### config.mk
export PLATFORM = sky130hd
export DESIGN_NAME = register_writeback_arbiter
export DESIGN_NICKNAME = d
export VERILOG_FILES = /design/src/rtl/register_writeback_arbiter.sv
export SDC_FILE = /design/constraint.sdc
export NUM_CORES = 1
export LEC_CHECK = 0
export CORE_UTILIZATION = 46
export CTS_CLUSTER_DIAMETER = 40
export DETAILED_ROUTE_END_ITERATION = 7
export GPL_ROUTABILITY_DRIVEN = 0
export PLACE_DENSITY = 0.84
export RECOVER_POWER = 25
export SETUP_SLACK_MARGIN = 0.1
export SLEW_MARGIN = 20
export SYNTH_ARGS = -nofsm -noshare
export SYNTH_HDL_FRONTEND = slang
export SYNTH_SLANG_ARGS = --single-unit
### constraint.sdc
create_clock -name clock -period 2.1 [get_ports clock]
set_input_delay 0.42 -clock clock [delete_from_list [all_inputs] [get_ports clock]]
set_output_delay 0.42 -clock clock [all_outputs]
set_load 0.05 [all_outputs]
### src/rtl/register_writeback_arbiter.sv
// Round-robin arbiter sharing the register bank write port between ALU and load writebacks,
// with a pending-write scoreboard for decode hazard detection and a conflict-cycle counter.
module register_writeback_arbiter #(
    parameter int unsigned DATA_WIDTH  = 32,
    parameter int unsigned ADDR_WIDTH  = 5,
    parameter int unsigned COUNT_WIDTH = 16
) (
    input  logic                   clock,
    input  logic                   reset_n,

    input  logic                   alu_valid,
    input  logic [ADDR_WIDTH-1:0]  alu_destiny,
    input  logic [DATA_WIDTH-1:0]  alu_data,
    output logic                   alu_ready,

    input  logic                   mem_valid,
    input  logic [ADDR_WIDTH-1:0]  mem_destiny,
    input  logic [DATA_WIDTH-1:0]  mem_data,
    output logic                   mem_ready,

    input  logic                   issue_valid,
    input  logic [ADDR_WIDTH-1:0]  issue_destiny,
    input  logic [ADDR_WIDTH-1:0]  register_source1,
    input  logic [ADDR_WIDTH-1:0]  register_source2,
    output logic                   hazard1,
    output logic                   hazard2,

    output logic                   write_enabled,
    output logic [ADDR_WIDTH-1:0]  register_destiny,
    output logic [DATA_WIDTH-1:0]  write_data,

    output logic [COUNT_WIDTH-1:0] conflict_count
);

    localparam int unsigned NumRegs = 2 ** ADDR_WIDTH;

    typedef enum logic {
        PrioAlu,
        PrioMem
    } prio_e;

    prio_e                  prio_q, prio_d;
    logic                   write_enabled_q, write_enabled_d;
    logic [ADDR_WIDTH-1:0]  register_destiny_q, register_destiny_d;
    logic [DATA_WIDTH-1:0]  write_data_q, write_data_d;
    logic [NumRegs-1:0]     pending_q, pending_d;
    logic [COUNT_WIDTH-1:0] conflict_count_q, conflict_count_d;

    logic                   alu_accept;
    logic                   mem_accept;
    logic                   accept;
    logic [ADDR_WIDTH-1:0]  grant_destiny;
    logic [DATA_WIDTH-1:0]  grant_data;

    // Readies depend only on the valids and the pointer; both held low during reset.
    always_comb begin
        alu_ready = 1'b0;
        mem_ready = 1'b0;
        if (reset_n) begin
            if (alu_valid && (!mem_valid || prio_q == PrioAlu)) begin
                alu_ready = 1'b1;
            end else if (mem_valid) begin
                mem_ready = 1'b1;
            end
        end
    end

    assign alu_accept    = alu_valid && alu_ready;
    assign mem_accept    = mem_valid && mem_ready;
    assign accept        = alu_accept || mem_accept;
    assign grant_destiny = alu_accept ? alu_destiny : mem_destiny;
    assign grant_data    = alu_accept ? alu_data : mem_data;

    always_comb begin
        prio_d = prio_q;
        if (alu_accept) begin
            prio_d = PrioMem;
        end else if (mem_accept) begin
            prio_d = PrioAlu;
        end
    end

    always_comb begin
        write_enabled_d    = 1'b0;
        register_destiny_d = register_destiny_q;
        write_data_d       = write_data_q;
        if (accept) begin
            write_enabled_d    = (grant_destiny != '0);
            register_destiny_d = grant_destiny;
            write_data_d       = grant_data;
        end
    end

    // Clear before set so a same-edge issue keeps the newer producer outstanding.
    always_comb begin
        pending_d = pending_q;
        if (accept) begin
            pending_d[grant_destiny] = 1'b0;
        end
        if (issue_valid && issue_destiny != '0) begin
            pending_d[issue_destiny] = 1'b1;
        end
        pending_d[0] = 1'b0;
    end

    always_comb begin
        conflict_count_d = conflict_count_q;
        if (alu_valid && mem_valid && conflict_count_q != '1) begin
            conflict_count_d = conflict_count_q + COUNT_WIDTH'(1);
        end
    end

    always_ff @(posedge clock or negedge reset_n) begin
        if (!reset_n) begin
            prio_q             <= PrioAlu;
            write_enabled_q    <= 1'b0;
            register_destiny_q <= '0;
            write_data_q       <= '0;
            pending_q          <= '0;
            conflict_count_q   <= '0;
        end else begin
            prio_q             <= prio_d;
            write_enabled_q    <= write_enabled_d;
            register_destiny_q <= register_destiny_d;
            write_data_q       <= write_data_d;
            pending_q          <= pending_d;
            conflict_count_q   <= conflict_count_d;
        end
    end

    // The write-stage term covers the cycle between scoreboard clear and bank update.
    assign hazard1 = (register_source1 != '0) &&
                     (pending_q[register_source1] ||
                      (write_enabled_q && register_destiny_q == register_source1));
    assign hazard2 = (register_source2 != '0) &&
                     (pending_q[register_source2] ||
                      (write_enabled_q && register_destiny_q == register_source2));

    assign write_enabled    = write_enabled_q;
    assign register_destiny = register_destiny_q;
    assign write_data       = write_data_q;
    assign conflict_count   = conflict_count_q;

endmodule

==> impl_metrics.py <==
metrics = {
    "synth": {
        "synthTopCellsByCount": "dfrtp_1 (86), o21ai_0 (53), nand2_1 (42), o22ai_1 (32), nor2_1 (31)",
        "ys_ff_latch": 86,
        "yosysMostFrequentCell": "dfrtp_1",
        "ys_warn_count": 0,
        "yosysTopAreaCell": "dfrtp_1",
        "ys_seq_area_share_pct": 47.2,
        "avgSynthCellArea_um2": 10.2,
        "synth_fp_nets": 542,
        "synth_area_leaders": "dfrtp_1 (47%), mux4_2 (5.9%), o21ai_0 (5.8%)",
        "synth_cell_types": 45,
        "syn_inst": 447,
        "synth_ff_type": "dfrtp_1",
        "syn_area_um2": 4560,
        "synthArstFlopShare_pct": 100,
        "synth_edf_count": 0,
        "synth.top_cell.area_share_pct": 47.2,
    },
    "timing": {
        "maxSlewHeadroom_pct": 5.18,
        "fin_worst_skew_ps": 12.6,
        "rsz0062_at_grt": "yes",
        "drv_slew": 0,
        "setup_slack_ps": -483,
        "report.final.setup_viol": 2,
        "fin_crit_sh_pct": 123,
        "tightest_slew_ps": 1420,
        "hold_violations": 0,
        "tns_ps": -964,
        "max_freq_mhz": 387,
        "finalCriticalPeriod_ps": 2580,
    },
    "setup_path": {
        "cp_data_required_time_ps": 1680,
        "crit_fanout": 5,
        "arrival_ps": 2160,
        "start_kind": "input port",
        "reg2regPathDepth": 6,
        "endpoint_kind": "output port",
        "max_stage_delay_ps": 370,
        "worstSetupPathType": "in2out",
        "crit_chain": "clkdlybuf4s15_1 -> buf_6 -> buf_6 -> xnor2_2 -> nand4_1 -> o31ai_2 -> a31oi_2 -> a21oi_4 -> buf_8",
        "critPathMostFrequentCell": "buf_6",
        "worst_path_max_delay_cell": "o31ai_2",
    },
    "clock_tree": {
        "cts_sinks": 86,
        "numCtsBuffers": 9,
        "worstSkewPairLatency_ps": 350,
        "clk_pin_slew_worst_paths_ps": 90,
        "root_buffer": "clkbuf_8",
        "htree_num_levels": 3,
        "cts_buffer_depth": 2,
        "cts_tree": "yes",
    },
    "die": {
        "rows": 35,
        "die_h_um": 102,
        "ios": 152,
        "initial_utilization_pct": 48.4,
        "die_w_um": 102,
        "core_area_um2": 9420,
        "die_area_um2": 10300,
    },
    "detailed_routing": {
        "viasPerCell": 6.19,
        "first_iter_violations": 307,
        "post_drt_wl_per_cell_um": 21.3,
        "route.final.wire_length_um": 16700,
        "postRouteAntennaNets": 0,
        "post-route-drc-count": 0,
        "firstDrtPassIters": 5,
        "vias": 4856,
    },
    "global_route": {
        "grt_first_pass_wirelength_um": 24100,
        "grt_max_degree": 34,
        "grt_pass1_vias": 4865,
        "overflow": 0,
        "antenna_found_initial": 1,
        "grt_util_all_layers_pct": 31.0,
    },
    "outcome": {
        "status": "finished, violations left",
        "violations": "setup timing",
    },
    "hold_path": {
        "min_path_type": "in2async",
    },
    "final_layout": {
        "final_util_pct": 76.7,
        "area_growth_pct": 58.6,
        "final_layout_size_suffix_gt1_share_pct": 24.6,
        "n_antenna_cell": 0,
        "fillers": 588,
        "final_nets": 745,
    },
    "place": {
        "port_buffers": 151,
        "hpwl_um": 10400,
        "detailedPlace.worstSlack_ps": -542,
    },
    "power_and_ir_drop": {
        "irDropWorstVdd_mv": 0.560,
        "leakagePower_nw": 3.07,
        "p_per_area_nw_per_um2": 843,
    },
    "run": {
        "drv_cap": 0,
    },
}
-- worst max-delay path: cells and delay by family --
kind / cells / cell delay [ps]
buffers and inverters: 4 / 610
and+or+nand+nor: 1 / 280
AOI/OAI and AO/OA: 3 / 660
xor gates and xnor gates: 1 / 180
-- cell families (layout without fill, tap and decap cells) --
kind of cell / after synthesis / in the layout / share of synthesized area (%)
muxes: 29 / 31 / 10.1
adders and majority gates: 1 / 1 / 0.275
AOI/OAI and AO/OA: 144 / 144 / 20.2
buffers and inverters: 38 / 244 / 3.90
and+or+nand+nor: 126 / 126 / 13.9
xor gates and xnor gates: 23 / 23 / 4.42
DFF: 86 / 86 / 47.2
-- flip-flops by register name, summed over array words and instances, names as in the netlist --
name,count
conflict_count,16
register_destiny,5
write_enabled,1
pending_q,31
prio_q,1
write_data,32
-- cell usage in the layout (no fill, tap or decap), types with 3 or more instances in the layout --
cell type / n
nand3_1: 7
dlymetal6s2s_1: 8
buf_12: 3
o2bb2ai_1: 7
xnor2_2: 7
mux2i_1: 10
a21oi_1: 3
dlygate4sd2_1: 28
nor2_1: 29
inv_1: 7
or3b_2: 3
dfrtp_2: 4
clkbuf_1: 3
o41ai_2: 16
buf_6: 16
clkbuf_8: 10
nand3b_1: 7
nand4_1: 16
xnor2_1: 14
o22ai_1: 32
o41ai_1: 7
dfrtp_1: 82
mux4_2: 12
clkdlybuf4s50_1: 106
a21oi_4: 3
o21ai_0: 37
buf_4: 49
o21ai_1: 16
and4_1: 6
nand2_1: 40
mux2_4: 6
a31oi_1: 8
and3_1: 4
-- report_power, final --
part | total (W) | leakage [nW] | internal (W) | switching [W]
Combinational | 0.00248 | 1.93 | 0.00105 | 0.00143
Sequential | 0.00240 | 1.04 | 0.00200 | 0.000400
Clock | 0.00121 | 0.103 | 0.000591 | 0.000618
Total | 0.00609 | 3.07 | 0.00364 | 0.00245
-- layer usage --
| metal | track usage (%) | wire length [um] | up-vias |
|---|---|---|---|
| met5 | 0 | 14 | - |
| met4 | 17.6 | 733 | 2 |
| met3 | 10.8 | 1800 | 75 |
| met2 | 51.1 | 8190 | 339 |
| met1 | 35.0 | 5960 | 2318 |
| li1 | - | - | 2122 |
-- area by class of cell --
type | count | area, um^2 | share of cell area (%)
clock buffers | 10 | 138 | 1.90
clock inverters | 6 | 68.8 | 0.952
inverters | 9 | 33.8 | 0.468
multi-input cells | 325 | 2590 | 35.8
flip-flops and latches | 86 | 2160 | 29.9
well taps | 129 | 161 | 2.23
repair buffers | 219 | 2080 | 28.8
-- stage by stage --
| stage | hold slack [ps] | instance area, um^2 | power [W] | cells |
|---|---|---|---|---|
| finish | 378 | 7230 | 0.00609 | 784 |
| global route | 477 | 7230 | 0.00633 | 784 |
| CTS | 181 | 6940 | 0.00585 | 777 |
| detailed placement | 351 | 6480 | 0.00460 | 747 |
| global placement | 340 | 6480 | 0.00453 | 747 |
| floorplan | 124 | 4590 | 0.00367 | 447 |
-- repair_timing --
item                       4_1_cts  5_1_grt
gates cloned                     1        1
setup buffers                   12        6
pin swaps                       13        8
setup endpoints to repair       32       43
resized for setup               75       59
hold buffers                     1        0
hold endpoints to repair         5        0
-- worst paths after layout --
kind | from | to | slack, ps
setup / recovery | register_source1[0] | hazard1 | -480
hold reg to reg | conflict_count[9]$_DFFE_PN0P_ | conflict_count[9]$_DFFE_PN0P_ | 510
max in group asynchronous | reset_n | register_destiny[1]$_DFFE_PN0N_ | 380
setup reg to reg | prio_q$_DFFE_PN0N_ | pending_q[27]$_DFF_PN0_ | 110
hold / removal | reset_n | conflict_count[1]$_DFFE_PN0P_ | 380
min in group clock | conflict_count[9]$_DFFE_PN0P_ | conflict_count[9]$_DFFE_PN0P_ | 510
No activity file was read; power rests on OpenSTA's default activity.
